--- config.mk ---
export PLATFORM = sky130hd
export DESIGN_NAME = wide_add_sequencer
export DESIGN_NICKNAME = d
export VERILOG_FILES = /design/src/rtl/wide_add_sequencer.sv
export SDC_FILE = /design/constraint.sdc
export NUM_CORES = 1
export LEC_CHECK = 0
export ABC_AREA = 1
export CAP_MARGIN = 30
export CORE_UTILIZATION = 46
export CTS_CLUSTER_DIAMETER = 40
export DETAILED_ROUTE_END_ITERATION = 8
export PLACE_DENSITY = 0.81
export SLEW_MARGIN = 20
export SYNTH_ARGS = -nofsm -noshare
export SYNTH_HDL_FRONTEND = slang
export SYNTH_SLANG_ARGS = --single-unit
--- constraint.sdc ---
create_clock -name clk -period 3.1 [get_ports clk]
set_clock_uncertainty 0.05 [all_clocks]
set_input_delay 0.93 -clock clk [delete_from_list [all_inputs] [get_ports clk]]
set_output_delay 0.93 -clock clk [all_outputs]
set_load 0.005 [all_outputs]
--- src/rtl/wide_add_sequencer.sv ---
// Wide add/subtract controller: one shared 16-bit adder slice is stepped
// across WORDS operand words, least-significant word first. The carry is
// chained from one cycle to the next.
//
// state | meaning
// ------+---------------------------------------------------------------
// IDLE  | waiting for a command; start_ready high
// RUN   | one word per cycle through the slice; busy high
// DONE  | result held on sum/cout/ovf; done_valid high until done_ready
module wide_add_sequencer #(
    parameter int WORDS = 4
) (
    input  logic              clk,
    input  logic              rst_n,
    input  logic              start_valid,
    output logic              start_ready,
    input  logic              op_sub,
    input  logic [16*WORDS-1:0] a,
    input  logic [16*WORDS-1:0] b,
    input  logic              cin,
    output logic              busy,
    output logic              done_valid,
    input  logic              done_ready,
    output logic [16*WORDS-1:0] sum,
    output logic              cout,
    output logic              ovf
);

    localparam int IW = (WORDS > 1) ? $clog2(WORDS) : 1;
    localparam logic [IW-1:0] LAST = IW'(WORDS - 1);

    typedef enum logic [1:0] {
        IDLE = 2'd0,
        RUN  = 2'd1,
        DONE = 2'd2
    } state_t;

    state_t                   state;
    logic [WORDS-1:0][15:0]   a_q;
    logic [WORDS-1:0][15:0]   b_q;
    logic [WORDS-1:0][15:0]   sum_q;
    logic                     op_sub_q;
    logic                     carry;
    logic [IW-1:0]            idx;
    logic                     cout_q;
    logic                     ovf_q;

    logic [15:0]              a_word;
    logic [15:0]              b_word;
    logic [15:0]              s;
    logic                     c;

    // Shared slice: current word of A plus (possibly inverted) word of B plus carry.
    always_comb begin
        a_word = a_q[idx];
        b_word = op_sub_q ? ~b_q[idx] : b_q[idx];
        {c, s} = {1'b0, a_word} + {1'b0, b_word} + {16'd0, carry};
    end

    // Sequencer FSM with registered handshake and result outputs.
    always_ff @(posedge clk or negedge rst_n) begin
        if (!rst_n) begin
            state       <= IDLE;
            start_ready <= 1'b1;
            busy        <= 1'b0;
            done_valid  <= 1'b0;
            a_q         <= '0;
            b_q         <= '0;
            sum_q       <= '0;
            op_sub_q    <= 1'b0;
            carry       <= 1'b0;
            idx         <= '0;
            cout_q      <= 1'b0;
            ovf_q       <= 1'b0;
        end else begin
            case (state)
                IDLE: begin
                    if (start_valid && start_ready) begin
                        a_q         <= a;
                        b_q         <= b;
                        op_sub_q    <= op_sub;
                        // Subtract is a + ~b + 1, so the external carry-in is ignored.
                        carry       <= op_sub ? 1'b1 : cin;
                        idx         <= '0;
                        state       <= RUN;
                        start_ready <= 1'b0;
                        busy        <= 1'b1;
                    end
                end
                RUN: begin
                    sum_q[idx] <= s;
                    carry      <= c;
                    if (idx == LAST) begin
                        cout_q     <= c;
                        // Overflow: operands agree in sign but the result does not.
                        ovf_q      <= (a_word[15] == b_word[15]) && (s[15] != a_word[15]);
                        idx        <= '0;
                        state      <= DONE;
                        busy       <= 1'b0;
                        done_valid <= 1'b1;
                    end else begin
                        idx <= idx + 1'b1;
                    end
                end
                DONE: begin
                    if (done_valid && done_ready) begin
                        state       <= IDLE;
                        done_valid  <= 1'b0;
                        start_ready <= 1'b1;
                    end
                end
                default: begin
                    state       <= IDLE;
                    start_ready <= 1'b1;
                    busy        <= 1'b0;
                    done_valid  <= 1'b0;
                end
            endcase
        end
    end

    assign sum  = sum_q;
    assign cout = cout_q;
    assign ovf  = ovf_q;

endmodule
==> impl_results.md <==
* Status: finished clean
* WL per Instance at roughly 16 um
* Initial Util at 0.476
* Worst VDD drop at approximately 0.68 mV
* Top-area cell type share of the netlist area at 0.518
* Core area at between 20000 and 25000 sq um
* Final cell count without fillers at roughly 1.7k
* Met3 wire len at ~2000 um
* Top-count cell post-synth: nand2_1
* Switching power at just over 8 mW
* CP arrival at 3.18 ns
* Syn Nets at 1415
* NumNets Final at approximately 1.6k
* Number of enable flip-flop cells after synthesis at 0
* N_diodes at 0
* Seq/Total Area, Yosys at 0.521
* Synth top area cells: dfrtp_1, nand2_1, o21ai_0
* Die span in x at 148 um
* Critical Path Start Type: register
* Slew Limit Fails at 0
* Via Count at approximately 9k
* Reg-to-reg slack, setup at roughly 0.30 ns
* Area of the multi-input gates at slightly above 4000 sq um
* Worst endpoint required time at 3.48 ns
* Initial antenna violation count at 0
* GRT Util Overall at 0.253
* CTS Buf Count at 25
* Met2 WL post-DR at roughly 12000 um
* CTS Hold Bufs at 0
* Crit path kind: register to register
* Relative slew slack at 0.608
* Vias per inst at between 5 and 6
* Distinct cells, synth at 31
* Clock power share at 0.172
* PwrDens at 1370 nW/um^2
* Top cells by count, synth: nand2_1, dfrtp_1, nor2_1
* Clock slew seen by the registers of the worst setup and hold paths at around 0.07 ns
* CTS sink cnt at between 200 and 250
* Largest buffer count on any clock path at 3
* Area delta synth->final at 32.6%
* Row count at 52
* Post-route ant nets at 0
* Critical path cell sequence: buf_4, o21ai_0, o22ai_1, xor2_1, fa_1, inv_1, fa_1, nand3_1, nand3_1, nand2_1, nand3_1, nand2_1, nand2_1, o21ai_0
* First-pass GRT wire length at between 40000 and 50000 um
* Post-cts repair resize count at 0
* Mean Syn Cell Area at around 7.7 sq um
* Async S/R FF share, synth at 1.00
* RSZ-0062 raised after global routing: false
* Htree depth at 1
* Max Cap Viol at 0
* Final Cycle Share at 0.904
* Sequential power share at 0.264
* Share of cells above drive strength 1 at 0.0545
* Final min period at roughly 2.8 ns
* Comb pwr share at 0.563
* Final setup viols at 0
* Final Hold Fails at 0
* Yosys reg bits at around 200
* Placer Congestion at 0.924
* Setup Buffers After CTS at 0
* PortBufs at between 200 and 250
* Critical-path top delay cell: fa_1
* Die Y at about 150 um
* Critical Path Max Stage Delay at roughly 0.43 ns
* Cell Area, Synth at 9750 sq um
* Clk_lat worst skew at 0.51 ns
* Slew @ Worst Pin at ~0.59 ns
* Initial drt markers at 760
* Switching Share at 0.461
* CTS tree: yes
* Cell taking the most area after synthesis: dfrtp_1
* Largest net degree at the start of global routing at between 100 and 150
* Setup crit end kind: register
* Hold Path Class: input pin to async pin
* Filler instances at 1702
* IO Pins at ~200
* DR top layer: met4
* Die ar. at approximately 22000 sq um
* Syn Inst Count at approximately 1.3k
* Metal1 wirelength at 11600 um
* CP Max Fanout at 14
* Vias in the first global route at approximately 8.6k
* Post-DP HPWL at ~19000 um
* Total gr overflow at 0
* Fin Setup TNS at 0 ns
* DRC viols at 0
* Fmax at between 300 and 400 MHz
* Top FF cell, synth: dfrtp_1
* Final wirelength at about 27000 um
* Syn. warnings at 0
* DRT Pass-1 Iters at 8
* Placed cell count at between 1.5k and 2k
* Register Area at just over 5000 sq um
* Leak at roughly 6.6 nW
* CTS root buf: clkbuf_16
* Cell-internal power at between 9 and 10 mW
-- layer usage --
layer / vias to the layer above / global-route usage
met5: - / 0
met4: 0 / 0.0959
met3: 61 / 0.0327
met2: 415 / 0.406
met1: 4197 / 0.352
li1: 4338 / -
-- final cells by class --
class	count	area share
tap	270	0.0261
multi-input combinational	938	0.320
clock buffer	29	0.0519
clock inverter	14	0.0154
timing repair buffer	226	0.176
inverter	57	0.0166
sequential	203	0.393
-- through the flow --
stage | worst slack, ns | hold slack [ns] | total power [mW] | util | instance area [sq um]
after floorplan | 0.458 | 0.387 | 10.9 | - | 9750
after global placement | 0.401 | 0.398 | 14.2 | 0.588 | 12100
after detailed placement | 0.352 | 0.408 | 14.5 | 0.588 | 12100
after CTS | 0.297 | 0.405 | 17.6 | 0.631 | 12900
after global routing | 0.0638 | 0.431 | 19.1 | 0.631 | 12900
final | 0.297 | 0.394 | 17.7 | 0.631 | 12900
-- cells in the final DEF (no fill, tap or decap), types with 3 or more instances in the layout --
master / Yosys / layout
nand2_1: 629 / 629
dfrtp_1: 202 / 201
clkdlybuf4s50_1: 0 / 201
nor2_1: 77 / 77
o21ai_0: 69 / 69
nand3_1: 53 / 53
inv_1: 51 / 50
o22ai_1: 30 / 30
clkbuf_16: 0 / 25
ha_1: 19 / 19
xor2_1: 18 / 18
buf_4: 13 / 18
a21oi_1: 11 / 11
o21ai_1: 10 / 10
inv_2: 6 / 6
buf_12: 0 / 6
bufinv_16: 0 / 4
inv_6: 0 / 4
clkbuf_8: 0 / 4
clkinv_2: 0 / 3
nor3_1: 3 / 3
nand4_1: 3 / 3
clkinvlp_4: 0 / 3
-- cell families (layout without fill, tap and decap cells) --
group	count (synthesis)	count (layout)	share of synthesized area
buffers and inverters	119	326	0.0547
xor gates and xnor gates	20	20	0.0180
adders and majority gates	21	21	0.0285
AOI/OAI and AO/OA	124	124	0.0689
and+or+nand+nor	773	773	0.309
DFF	203	203	0.521
-- power by group through the flow --
stage | combinational (mW) | sequential (mW) | clock (mW)
after global placement | 9.55 | 4.63 | 0
after detailed placement | 9.79 | 4.68 | 0
final | 9.95 | 4.67 | 3.05
after CTS | 9.87 | 4.66 | 3.08
after floorplan | 6.42 | 4.47 | 0
after global routing | 11.1 | 4.80 | 3.19
-- path summary, 6_finish.rpt --
path	from	endpoint	depth (start not counted)
min reg2reg	a_q[36]$_DFFE_PN0P_	a_q[36]$_DFFE_PN0P_	2
max in group asynchronous	rst_n	start_ready$_DFFE_PN1P_	2
min	rst_n	a_q[8]$_DFFE_PN0P_	1
max reg2reg	idx[0]$_DFFE_PN0P_	sum[56]$_DFFE_PN0P_	14
max	idx[0]$_DFFE_PN0P_	sum[56]$_DFFE_PN0P_	14
min in group clk	a_q[36]$_DFFE_PN0P_	a_q[36]$_DFFE_PN0P_	2
-- sequential cells by signal (all words and copies together), names as in the netlist --
| name | cells |
|---|---|
| a_q | 64 |
| b_q | 64 |
| busy | 1 |
| carry | 1 |
| cout | 1 |
| done_valid | 1 |
| idx | 2 |
| op_sub_q | 1 |
| ovf | 1 |
| start_ready | 1 |
| state | 2 |
| sum | 64 |
-- worst max-delay path: cells and delay by family (launching register included) --
kind | cells | cell delay (ns)
flops | 1 | 0.40
fa+ha+maj | 2 | 0.64
simple gates | 6 | 0.64
xor+xnor | 1 | 0.23
buf+inv | 2 | 0.27
compound gates | 3 | 0.48
Note: power is estimated with default switching activity, not from simulation.
